===== src/rtl/ps2_host_tx.sv =====
`default_nettype none
// +-----------------------------------------------------------------------------+
// | ps2_host_tx : host-to-device PS/2 command-byte transmitter (open-drain oe). |
// | Revision    : 1.0                                                           |
// +-----------------------------------------------------------------------------+
module ps2_host_tx #(
  parameter int INHIBIT_CYCLES = 9600,
  parameter int START_TIMEOUT  = 1440000,
  parameter int FRAME_TIMEOUT  = 192000,
  parameter int FILTER         = 8
) (
  input  logic       clk_sys,
  input  logic       reset_n,
  input  logic [7:0] tx_data,
  input  logic       tx_req,
  output logic       tx_busy,
  output logic       tx_done,
  output logic       tx_err,
  input  logic       ps2_clk_i,
  input  logic       ps2_dat_i,
  output logic       ps2_clk_oe,
  output logic       ps2_dat_oe
);

  localparam int              c_FCW      = (FILTER > 1) ? $clog2(FILTER) : 1;
  localparam logic [c_FCW-1:0] c_FLT_LAST = c_FCW'(FILTER - 1);

  typedef enum logic [2:0] {
    S_IDLE, S_INHIBIT, S_REQ, S_SEND, S_ACK, S_RELEASE
  } state_t;

  logic [1:0] w_raw;
  logic [1:0] w_lvl;
  logic       w_fall;
  logic       w_err;

  state_t      r_state;
  logic [20:0] r_cnt;
  logic [3:0]  r_idx;
  logic [7:0]  r_data;
  logic        r_par;
  logic        r_busy;
  logic        r_done;
  logic        r_err;
  logic        r_clk_oe;
  logic        r_dat_oe;
  logic        r_clk_prev;

  assign w_raw = {ps2_dat_i, ps2_clk_i};

  // Index 0 conditions the clock line, index 1 the data line.
  for (genvar gi = 0; gi < 2; gi++) begin : g_filt
    logic             r_s1;
    logic             r_s2;
    logic             r_lvl;
    logic [c_FCW-1:0] r_run;

    always_ff @(posedge clk_sys) begin
      if (!reset_n) begin
        r_s1  <= 1'b1;
        r_s2  <= 1'b1;
        r_lvl <= 1'b1;
        r_run <= '0;
      end else begin
        r_s1 <= w_raw[gi];
        r_s2 <= r_s1;
        if (r_s2 == r_lvl) begin
          r_run <= '0;
        end else if (r_run == c_FLT_LAST) begin
          r_lvl <= r_s2;
          r_run <= '0;
        end else begin
          r_run <= r_run + 1'b1;
        end
      end
    end

    assign w_lvl[gi] = r_lvl;
  end

  assign w_fall = r_clk_prev & ~w_lvl[0];

  // One timeout budget per phase; a high ack bit is the only protocol error.
  assign w_err = (((r_state == S_REQ) || (r_state == S_SEND) || (r_state == S_ACK) ||
                   (r_state == S_RELEASE)) && (r_cnt == 21'd0)) ||
                 ((r_state == S_ACK) && w_fall && w_lvl[1]);

  always_ff @(posedge clk_sys) begin
    if (!reset_n) begin
      r_state    <= S_IDLE;
      r_cnt      <= '0;
      r_idx      <= '0;
      r_data     <= '0;
      r_par      <= 1'b0;
      r_busy     <= 1'b0;
      r_done     <= 1'b0;
      r_err      <= 1'b0;
      r_clk_oe   <= 1'b0;
      r_dat_oe   <= 1'b0;
      r_clk_prev <= 1'b1;
    end else begin
      r_clk_prev <= w_lvl[0];
      r_done     <= 1'b0;
      r_err      <= 1'b0;
      if (w_err) begin
        r_err    <= 1'b1;
        r_busy   <= 1'b0;
        r_clk_oe <= 1'b0;
        r_dat_oe <= 1'b0;
        r_state  <= S_IDLE;
      end else begin
        case (r_state)
          S_IDLE: begin
            if (tx_req) begin
              r_data   <= tx_data;
              r_par    <= ~^tx_data;
              // Loaded one short so the clock is held low for exactly INHIBIT_CYCLES.
              r_cnt    <= 21'(INHIBIT_CYCLES - 1);
              r_busy   <= 1'b1;
              r_clk_oe <= 1'b1;
              r_state  <= S_INHIBIT;
            end
          end
          S_INHIBIT: begin
            if (r_cnt == 21'd0) begin
              r_clk_oe <= 1'b0;
              r_dat_oe <= 1'b1;
              r_cnt    <= 21'(START_TIMEOUT - 1);
              r_state  <= S_REQ;
            end else begin
              r_cnt <= r_cnt - 21'd1;
            end
          end
          S_REQ: begin
            if (w_fall) begin
              r_dat_oe <= ~r_data[0];
              r_idx    <= 4'd1;
              r_cnt    <= 21'(FRAME_TIMEOUT - 1);
              r_state  <= S_SEND;
            end else begin
              r_cnt <= r_cnt - 21'd1;
            end
          end
          S_SEND: begin
            r_cnt <= r_cnt - 21'd1;
            if (w_fall) begin
              r_idx <= r_idx + 4'd1;
              if (r_idx == 4'd9) begin
                r_dat_oe <= 1'b0;
                r_state  <= S_ACK;
              end else if (r_idx == 4'd8) begin
                r_dat_oe <= ~r_par;
              end else begin
                r_dat_oe <= ~r_data[r_idx[2:0]];
              end
            end
          end
          S_ACK: begin
            r_cnt <= r_cnt - 21'd1;
            if (w_fall) begin
              r_state <= S_RELEASE;
            end
          end
          S_RELEASE: begin
            if (w_lvl[0] && w_lvl[1]) begin
              r_done  <= 1'b1;
              r_busy  <= 1'b0;
              r_state <= S_IDLE;
            end else begin
              r_cnt <= r_cnt - 21'd1;
            end
          end
          default: r_state <= S_IDLE;
        endcase
      end
    end
  end

  assign tx_busy    = r_busy;
  assign tx_done    = r_done;
  assign tx_err     = r_err;
  assign ps2_clk_oe = r_clk_oe;
  assign ps2_dat_oe = r_dat_oe;

endmodule
`default_nettype wire


===== config.mk =====
export PLATFORM = sky130hd
export DESIGN_NAME = ps2_host_tx
export DESIGN_NICKNAME = d
export VERILOG_FILES = /design/src/rtl/ps2_host_tx.sv
export SDC_FILE = /design/constraint.sdc
export NUM_CORES = 1
export LEC_CHECK = 0
export ABC_AREA = 1
export CAP_MARGIN = 40
export CORE_MARGIN = 8
export CORE_UTILIZATION = 50
export CTS_CLUSTER_DIAMETER = 100
export DETAILED_ROUTE_END_ITERATION = 12
export GPL_ROUTABILITY_DRIVEN = 0
export HOLD_SLACK_MARGIN = 0.08
export PLACE_DENSITY = 0.69
export REMOVE_ABC_BUFFERS = 1
export SYNTH_ARGS = -nofsm -noshare
export SYNTH_HDL_FRONTEND = slang
export SYNTH_SLANG_ARGS = --single-unit

===== constraint.sdc =====
create_clock -name clk_sys -period 2.1 [get_ports clk_sys]
set_clock_uncertainty 0.2 [all_clocks]
set_input_delay 0.42 -clock clk_sys [delete_from_list [all_inputs] [get_ports clk_sys]]
set_output_delay 0.42 -clock clk_sys [all_outputs]
set_load 0.01 [all_outputs]

==> metrics, run 1 <==
Layout Nets 493; CP arrival 2.06 ns; DP Cell Count 539; fillers roughly 590; vias per cell 5.16; global-route wire length before repair around 12 mm; Slew Limit Headroom 72.8%; final setup violation count 0; # port buffers 17; register area share after synthesis 37.1%; wire per inst between 10 and 15 um; Core ar. 0.00582 mm^2; overall die height 93.0 um; most frequent cells in the layout nand2_1 (98), nor2_1 (69), dfxtp_1 (52); Synth Instances 440; status finished, final reports clean; number of top-level pins 18; Fin Hold WS 0.225 ns; pin count of the biggest net entering global routing 27; Clock transition at path regs about 0.11 ns; slew of the pin with the lowest slew margin a little over 0.4 ns; DP HPWL 5.22 mm; die area just under 0.009 mm^2; Final period util between 90 and 100%; CTS buffer count 5; critical path class reg -> reg; ratio of total power to cell area 730 mW/mm^2; initial core utilization 51.0%; Rows 28; Syn Std Cell Area 0.00296 mm^2; Synthesis Warnings 0; initial antenna violation count 0; Final ANT Viol Nets 0; CTS tree yes; worst setup margin 0.0905 ns; global-route usage over all layers 16.4%; Static Leak 1.62 nW; Worst-Skew Late Latency 0.32 ns; post-synthesis average cell area around 6.7 um^2; Sink Count 55; Place WS -0.119 ns; Clk Tree Root Cell clkbuf_8; vias in the first global route 2599; setup bufs post-CTS 0; min cycle time layout 2.01 ns; multi-input logic area 0.00164 mm^2; WL final roughly 6.8 mm; diode count 0; synthesis-stage register bit count 55; FMAX 498 MHz; Hold Vio Cnt, Final 0; GRT overflow 0; ratio of cells with drive above 1 in the final layout 9.32%; P&R area growth vs syn 15.9%; number of distinct library cells after synthesis 24; drc violations 0; fin util 59.1%; HP Class reg -> reg; crit path capture type flip-flop; drt pass-1 iters 4; Critical Path Start Type flip-flop; Slew Viols, Final 0; max_cap viols 0; filler-free cell count of the finished design 547; initial DRC count between 200 and 250; hold buffers post-CTS 0; H-tree depth 2; WP data required roughly 2.2 ns; Reg area 0.00110 mm^2; critical path peak fanout 5; Die W slightly above 90 um; setup TNS 0 ns; worst-case vdd ir drop about 0.38 mV; clock tree buffer depth 2; most common cell after layout, fill and taps aside nand2_1; DR vias 2820
-- repair_timing --
item,4_1_cts,5_1_grt
hold endpoints to repair,0,0
setup endpoints to repair,0,18
gates resized for setup,0,8
-- worst max-delay path, cell delays in order (launching register included) --
cell,delay (ns)
dfxtp_1,0.33
inv_1,0.13
ha_1,0.17
nand2_1,0.06
nor2_1,0.18
nand4_1,0.22
nand2_1,0.15
inv_1,0.09
nand3_1,0.17
nand2_1,0.09
a21oi_1,0.15
-- cell type report --
type                       instances  share of cell area [%]
clock buffer                       5                    2.00
clock inverter                     3                   0.984
timing repair buffer              34                    9.03
multi-input combinational        327                    47.8
sequential                        55                    32.2
inverter                          48                    5.25
tap                               75                    2.73
-- sequential cells by signal, indices dropped and copies added, names as in the netlist --
register and cells:
tx_err 1, r_data 8, r_cnt 21, r_par 1, r_state 3, r_clk_prev 1
g_filt.r_s1 2, r_idx 4, g_filt.r_s2 2, tx_busy 1, ps2_dat_oe 1, g_filt.r_lvl 2
ps2_clk_oe 1, tx_done 1, g_filt.r_run 6
-- report_power, final --
part	internal, mW	leakage (nW)	switching, mW
Combinational	0.261	1.12	0.412
Clock	0.254	0.0519	0.391
Sequential	1.12	0.452	0.0651
-- cell usage after synthesis --
cell / number / share of area [%]
nand3_1: 27 / 4.6
xnor2_1: 8 / 2.4
buf_6: 2 / 0.76
inv_2: 2 / 0.25
or2_2: 5 / 1.1
xor2_1: 12 / 3.5
nor3_2: 1 / 0.34
a21oi_1: 39 / 6.6
o211ai_1: 5 / 1.3
nor2_2: 2 / 0.42
dfxtp_1: 55 / 37
o21bai_1: 2 / 0.51
nor2_8: 1 / 0.68
nor2_1: 72 / 9.1
nor3_1: 6 / 1.0
nand4_1: 9 / 1.9
o21a_1: 1 / 0.25
inv_1: 46 / 5.8
clkbuf_1: 6 / 0.76
a21o_1: 1 / 0.25
nand2_1: 99 / 13
ha_1: 9 / 3.8
o21ai_0: 28 / 4.7
buf_2: 2 / 0.34
-- cell families (layout without fill, tap and decap cells) --
kind of cell	after synthesis	after routing	synth area share [%]
buf+inv	58	90	7.94
simple gates	222	222	31.6
flops	55	55	37.1
xor+xnor	20	20	5.91
fa+ha+maj	9	9	3.80
compound gates	76	76	13.6
-- path summary, 6_finish.rpt --
check | slack (ns) | from | depth (start not counted) | to
hold / removal | 0.22 | g_filt[0].r_s1 | 1 | g_filt[0].r_s2
setup / recovery | 0.09 | r_cnt[0] | 10 | r_idx[2]
setup reg to reg | 0.09 | r_cnt[0] | 10 | r_idx[2]
hold reg to reg | 0.22 | g_filt[0].r_s1 | 1 | g_filt[0].r_s2
-- through the flow --
step           instance area (um^2)  total power [mW]
3_3_place_gp                   3310              1.86
6_report                       3430              2.51
3_5_place_dp                   3310              1.87
2_1_floorplan                  2910              1.64
5_1_grt                        3430              2.67
4_1_cts                        3420              2.51
-- routing by layer --
| layer | up-vias | track usage [%] | routed length [um] |
|---|---|---|---|
| li1 | 1476 | - | - |
| met1 | 1290 | 21.9 | 3390 |
| met2 | 48 | 26.3 | 3020 |
| met3 | 6 | 3.37 | 314 |
| met4 | 0 | 4.03 | 64 |
| met5 | - | 0 | 0 |
Note: power is estimated with default switching activity, not from simulation.
==> run 2, diff against run 1 <==
CAP_MARGIN = default   (was 40)
==> results of run 2 <==
No change in the layout: final DEF, timing and power equal those of run 1.
==> run 3, diff against run 2 <==
clock period = 1.9 ns   (was 2.1 ns; I/O delays follow)
==> run 3 against run 2 <==
  * Cell count increased by 8.0%
  * Total power up 20%
  * Combinational power is 53% higher
  * Non-clock buffer count up 43
  * Via count increased by 10%
  * Sequential share of layout area decreased by 4.1 points
  * Clock power grew 3%
  * Routed wire length grew 16%
  * Sequential power is 9% higher
  * Utilization is 9.3 points higher
  * Largest cell class unchanged
==> metrics, run 3 (synthesized netlist as in run 1, its figures left out) <==
status finished, final reports clean; Slew Viols, Final 0; critical path peak fanout 6; pin count of the biggest net entering global routing 22; Rows 28; DP HPWL 5.76 mm; Layout Nets 537; Clock transition at path regs 0.10 ns; Sink Count between 50 and 60; initial core utilization 51.0%; DR vias 3107; P&R area growth vs syn 34.0%; drc violations 0; initial antenna violation count 0; overall die height 93.0 um; global-route usage over all layers 17.8%; min-delay src g_filt[0].r_s1; Worst-Skew Late Latency around 0.31 ns; CP arrival 1.93 ns; crit path capture type flip-flop; ratio of total power to cell area 754 mW/mm^2; Hold EP g_filt[0].r_s2; WP data required 1.95 ns; Die W 93.0 um; drt pass-1 iters 7; Most flops, register r_cnt; most common cell after layout, fill and taps aside nand2_1; fin util 68.3%; max_cap viols 0; slew of the pin with the lowest slew margin 0.385 ns; CTS buffer count 5; Clk Tree Root Cell clkbuf_8; unrepaired setup endpoints after global routing true; Final ANT Viol Nets 0; FF-to-FF path depth 11; vias per cell 5.26; die area 0.00865 mm^2; vias in the first global route 2747; min cycle time layout 1.88 ns; wire per inst 13.4 um; HP Class reg -> reg; cell area after layout 0.00397 mm^2; diode count 0; H-tree depth 2; hold buffers post-CTS 0; Core ar. between 0.005 and 0.006 mm^2; WHS Path Cells 1; initial DRC count 211; Top Registers r_cnt: 21 flops, r_data: 8 flops, g_filt.r_run: 6 flops; GRT overflow 0; CTS tree yes; final setup violation count 0; worst-case vdd ir drop approximately 0.52 mV; critical path class reg -> reg; Final period util between 90 and 100%; R2R setup slack between 0.015 and 0.02 ns; WL final 7.90 mm; most frequent cells in the layout nand2_1 (86), nor2_1 (54), buf_4 (52); FMAX approximately 530 MHz; placed instance area 0.00359 mm^2; max reg flops 21; ratio of cells with drive above 1 in the final layout 26.7%; fillers 497; Slew Limit Headroom 74.3%; Static Leak 1.86 nW; # port buffers 17; Reg2Reg Launch Point r_state[0]; clock tree buffer depth 2; number of top-level pins 18; Hold Vio Cnt, Final 0; Reg-to-Reg End r_cnt[7]; Critical Path Start Type flip-flop; global-route wire length before repair 12.6 mm
-- run 3: cell type report --
cell class                      instances  area (um^2)  share of cell area (%)
Clock inverter                          3         22.5                   0.567
Inverter                               48          188                    4.72
Clock buffer                            5         68.8                    1.73
Timing Repair Buffer                   77          659                    16.6
Tap cell                               75         93.8                    2.36
Multi-Input combinational cell        328         1820                    45.9
Sequential cell                        55         1120                    28.1
-- run 3: timing repair --
item	CTS	global route
endpoints found under the setup margin	23	32
pin swaps	0	27
setup buffers	0	6
gates cloned	0	1
hold endpoints to repair	0	0
resized for setup	11	74
-- run 3: where the power goes --
group	total [mW]	internal [mW]	switching (mW)
Combinational	1.03	0.447	0.585
Sequential	1.30	1.24	0.0600
Clock	0.663	0.265	0.398
-- run 3: metrics by stage --
stage / worst slack [ns] / std cells / hold WS (ns) / TNS [ns] / total power [mW]
floorplan: -0.351 / 430 / 0.193 / -4.58 / 1.81
global placement: -0.232 / 576 / 0.195 / -3.74 / 2.16
detailed placement: -0.298 / 576 / 0.198 / -4.73 / 2.18
CTS: 0.00214 / 584 / 0.225 / 0 / 2.85
global route: -0.0650 / 591 / 0.240 / -0.481 / 3.17
finish: 0.0161 / 591 / 0.222 / 0 / 3.00
-- run 3: worst max-delay path, cell delays in order, from the launching register on --
cell     delay (ns)
dfxtp_2        0.38
inv_4          0.06
nand2_2        0.07
nor2_2         0.04
nand2_1        0.09
nand2_1        0.07
nor2_2         0.17
nand3_2        0.16
buf_6          0.18
nor2_8         0.15
o21ai_1        0.08
a21oi_1        0.15
-- run 3: routing by layer --
layer  wire [um]  vias up  global-route usage [%]
met4         143        0                    5.37
met1        3550     1411                    23.2
met3         447       16                    3.77
met2        3750      108                    28.9
li1            -     1572                       -
met5           0        -                       0
-- run 3: worst max path at each step --
stage                     from   endpoint  slack [ns]
CTS                   r_cnt[1]   r_cnt[1]       0.002
global placement        tx_req  r_cnt[14]       -0.23
global route         r_cnt[13]   r_idx[2]       -0.07
floorplan             r_cnt[0]   r_cnt[5]       -0.35
finish              r_state[0]   r_cnt[7]        0.02
detailed placement      tx_req   r_cnt[7]       -0.30
